File: src/rtl/serial_word_compare.sv
// Sequential unsigned magnitude comparator: one 2-bit slice per clock, MSB first,
// stopping at the first slice that differs.
module serial_word_compare #(
  parameter int WIDTH = 8
) (
  input  logic                                 clk,
  input  logic                                 rst,
  input  logic                                 start,
  input  logic [WIDTH-1:0]                     a,
  input  logic [WIDTH-1:0]                     b,
  output logic                                 busy,
  output logic                                 done,
  output logic [2:0]                           res,
  output logic [$clog2(WIDTH/2+1)-1:0]         slices
);

  localparam int NSLICE = WIDTH / 2;
  localparam int CW     = $clog2(NSLICE + 1);

  typedef enum logic {IDLE, RUN} state_t;

  state_t           state, state_d;
  logic [WIDTH-1:0] sa, sa_d, sb, sb_d;
  logic [CW-1:0]    cnt, cnt_d;
  logic [CW-1:0]    slices_d;
  logic [2:0]       res_d;
  logic             done_d;
  logic [1:0]       cmp;

  // Returns {gt, lt} for one 2-bit slice; both low means the slices are equal.
  function automatic logic [1:0] slice_cmp(input logic [1:0] x, input logic [1:0] y);
    slice_cmp = {x > y, x < y};
  endfunction

  assign cmp  = slice_cmp(sa[WIDTH-1 -: 2], sb[WIDTH-1 -: 2]);
  assign busy = (state == RUN);

  always_comb begin
    state_d  = state;
    sa_d     = sa;
    sb_d     = sb;
    cnt_d    = cnt;
    res_d    = res;
    slices_d = slices;
    done_d   = 1'b0;
    case (state)
      IDLE: begin
        if (start) begin
          sa_d    = a;
          sb_d    = b;
          cnt_d   = CW'(NSLICE);
          state_d = RUN;
        end
      end
      RUN: begin
        if (cmp != 2'b00) begin
          res_d    = {cmp[1], 1'b0, cmp[0]};
          slices_d = CW'(NSLICE) - cnt + CW'(1);
          done_d   = 1'b1;
          state_d  = IDLE;
        end else if (cnt == CW'(1)) begin
          res_d    = 3'b010;
          slices_d = CW'(NSLICE);
          done_d   = 1'b1;
          state_d  = IDLE;
        end else begin
          sa_d  = sa << 2;
          sb_d  = sb << 2;
          cnt_d = cnt - CW'(1);
        end
      end
      default: state_d = IDLE;
    endcase
  end

  always_ff @(posedge clk) begin
    if (rst) begin
      state  <= IDLE;
      sa     <= '0;
      sb     <= '0;
      cnt    <= '0;
      res    <= 3'b000;
      slices <= '0;
      done   <= 1'b0;
    end else begin
      state  <= state_d;
      sa     <= sa_d;
      sb     <= sb_d;
      cnt    <= cnt_d;
      res    <= res_d;
      slices <= slices_d;
      done   <= done_d;
    end
  end

endmodule

File: config.mk
export PLATFORM = sky130hd
export DESIGN_NAME = serial_word_compare
export DESIGN_NICKNAME = d
export VERILOG_FILES = /design/src/rtl/serial_word_compare.sv
export SDC_FILE = /design/constraint.sdc
export NUM_CORES = 1
export LEC_CHECK = 0
export CORE_ASPECT_RATIO = 1.1
export CORE_UTILIZATION = 44
export DETAILED_ROUTE_END_ITERATION = 6
export GPL_ROUTABILITY_DRIVEN = 0
export PLACE_DENSITY_LB_ADDON = 0.2
export SYNTH_ARGS = -nofsm -noshare
export SYNTH_HDL_FRONTEND = slang
export SYNTH_SLANG_ARGS = --single-unit
File: constraint.sdc
create_clock -name clk -period 1.8 [get_ports clk]
set_clock_uncertainty 0.15 [all_clocks]
set_input_delay 0.36 -clock clk [delete_from_list [all_inputs] [get_ports clk]]
set_output_delay 0.36 -clock clk [all_outputs]
set_load 0.01 [all_outputs]
==> results.sh <==
export IMPL_clock_latency_ns=0.33
export IMPL_p_leak_nw=0.697
export IMPL_clkTransAtPathRegs_ns=0.15
export IMPL_stdcell_area_um2=1780
export IMPL_cts_root_buf="clkbuf_4"
export IMPL_rows=19
export IMPL_postRouteAntennaNets=0
export IMPL_fin_setup_tns_ns=0
export IMPL_numCtsBuffers=3
export IMPL_ios=27
export IMPL_pre_cts_ws_ns=-0.0405
export IMPL_worstSetupPathType="reg -> reg"
export IMPL_yosys_area_top_type="dfxtp_1"
export IMPL_met2_length_mm=1.35
export IMPL_cts_buffer_depth=2
export IMPL_worstSetupStartpointType="flip-flop"
export IMPL_antennaDiodeCount=0
export IMPL_cts_tree="done"
export IMPL_synth_edf_count=0
export IMPL_worst_slew_pin_slew_ns=0.264
export IMPL_period_share_pct=98.9
export IMPL_synthesis_area_um2=1250
export IMPL_yosys_register_bits=27
export IMPL_syn_nets=148
export IMPL_ys_seq_area_share_pct=43.4
export IMPL_period_minus_slack_ns=1.78
export IMPL_pwr_density_cell_nw_per_um2=858
export IMPL_drt_pass1_iterations=6
export IMPL_grt_use_total_pct=18.6
export IMPL_die_x_um=52.7
export IMPL_status="finished, final reports clean"
export IMPL_antenna_found_initial=0
export IMPL_htree_levels=1
export IMPL_crit_fanout=6
export IMPL_die_h_um=57.8
export IMPL_post_route_cells_drive_above_1_share_pct=31.9
export IMPL_vias=1062
export IMPL_place_area_um2=1600
export IMPL_peakVddDrop_mv=0.643
export IMPL_drc=0
export IMPL_dp_cells=184
export IMPL_drt_total_wl_mm=2.63
export IMPL_max_slew_margin_rel_pct=81.9
export IMPL_wl_met1_mm=1.16
export IMPL_synthTopCellsByArea="dfxtp_1 43%, mux2i_1 9.6%, a211oi_2 8.0%, nor2_1 6.6%, a22oi_1 4.2%"
export IMPL_num_nets_final=190
export IMPL_rsz0062_at_grt="true"
export IMPL_hold_viol_final=0
export IMPL_place_hpwl_mm=1.83
export IMPL_synthFlopType="dfxtp_1"
export IMPL_drv_slew=0
export IMPL_ys_types=31
export IMPL_ys_warn_count=0
export IMPL_worst_setup_path_end_kind="flip-flop"
export IMPL_grt_max_degree=16
export IMPL_fmax_mhz=562
export IMPL_first_iter_violations=15
export IMPL_fin_ws_ns=0.0202
export IMPL_grt_pass1_wl_mm=4.24
export IMPL_synth_top_area_share_pct=43.4
export IMPL_grt_overflow_total=0
export IMPL_initial_core_util_pct=48.1
export IMPL_cts_sinks=27
export IMPL_setup_viol=0
export IMPL_highest_layer="met4"
export IMPL_dieArea_um2=3050
export IMPL_hold_class="reg -> reg"
export IMPL_area_growth_pct=42.5
export IMPL_synthArstFlopShare_pct=0
export IMPL_maxCapViolations=0
export IMPL_synth_cells=125
export IMPL_avgViaCountPerCell=5.39
export IMPL_wl_per_cell_um=13.4
export IMPL_coreArea_um2=2590
export IMPL_crit_required_ns=1.90
export IMPL_fin_util_pct=68.5
export IMPL_critPathArrivalTime_ns=1.88
export IMPL_wl_met3_um=86
export IMPL_layout_cells_non_filler=197
export IMPL_io_buffers=26
export IMPL_grt_pass1_vias=1042
export IMPL_syn_area_per_cell_um2=9.97
timing repair:
| action | 4_1_cts | 5_1_grt |
|---|---|---|
| cloned | 1 | 0 |
| hold buffers | 0 | 0 |
| endpoints found under the setup margin | 15 | 15 |
| resized for setup | 13 | 13 |
| pin swaps | 3 | 9 |
| setup buffers | 6 | 2 |
metal layers:
layer | track usage (%) | up-vias
li1 | - | 527
met1 | 20.3 | 506
met2 | 34.9 | 24
met3 | 3.41 | 5
met4 | 6.39 | 0
met5 | 0 | -
Yosys cell counts (all sizes together) (2+ instances only):
master and n:
a22oi 7, clkbuf 2, a311oi 2, ha 4, nor3 2, inv 8, nor2b 3, nand2 4
dfxtp 27, o41ai 2, nor2 22, a211oi 12, mux2i 12, a21oi 3, buf 5
worst max-delay path, cell delays in order (launching register included):
cell	delay, ns
dfxtp_2	0.36
inv_2	0.04
ha_2	0.17
nor2b_4	0.15
o41ai_4	0.33
buf_4	0.18
buf_6	0.12
nor2_1	0.04
a211oi_1	0.16
cell families (layout without fill, tap and decap cells):
group	count (synthesis)	in the layout	share of synthesized area (%)
simple gates	35	35	12.3
compound gates	30	30	23.0
flops	27	27	43.4
buf+inv	15	56	6.12
mux	13	13	10.5
fa+ha+maj	4	4	4.02
xor+xnor	1	1	0.703
power by group:
part / total, mW / internal (mW) / switching (mW) / leakage (nW)
Clock: 0.264 / 0.0834 / 0.181 / 0.0177
Sequential: 0.714 / 0.667 / 0.0462 / 0.224
Combinational: 0.546 / 0.289 / 0.256 / 0.455
stage by stage:
stage	power (mW)	hold WS (ns)
after floorplan	1.04	0.299
after global placement	1.16	0.303
after detailed placement	1.18	0.318
after CTS	1.50	0.339
after global routing	1.61	0.352
final	1.52	0.330
path summary, 6_finish.rpt:
check,cells after the start,startpoint,slack (ns),end
max,8,cnt[1],0.02,sa[7]
min,2,slices[2],0.33,slices[2]
max reg2reg,8,cnt[1],0.02,sa[7]
min reg2reg,2,slices[2],0.33,slices[2]
layout by cell type (no fill, tap or decap), types with 2 or more instances in the layout:
cell type         n
a211oi_2         11
a21oi_1           3
a22oi_1           7
a311oi_1          2
buf_4            13
buf_6             3
clkbuf_4          4
clkdlybuf4s50_1  23
dfxtp_1          23
dfxtp_2           3
dlymetal6s2s_1    2
ha_4              2
inv_1             4
inv_2             4
mux2i_1          12
nand2_1           3
nor2_1           19
nor2_2            3
nor2b_4           2
nor3_1            2
state kept, by name (all words and copies together) (netlist names):
register and count:
cnt 3, busy 1, res 3, sa 8, sb 8, done 1
slices 3
layout make-up:
| type | instances | area [um^2] |
|---|---|---|
| clock inverters | 1 | 5.00 |
| flip-flops and latches | 27 | 548 |
| well taps | 31 | 38.8 |
| fillers | 197 | 816 |
| clock buffers | 3 | 22.5 |
| multi-input cells | 83 | 708 |
| repair buffers | 44 | 423 |
| inverters | 8 | 30.0 |
Note: power is estimated with default switching activity, not from simulation.
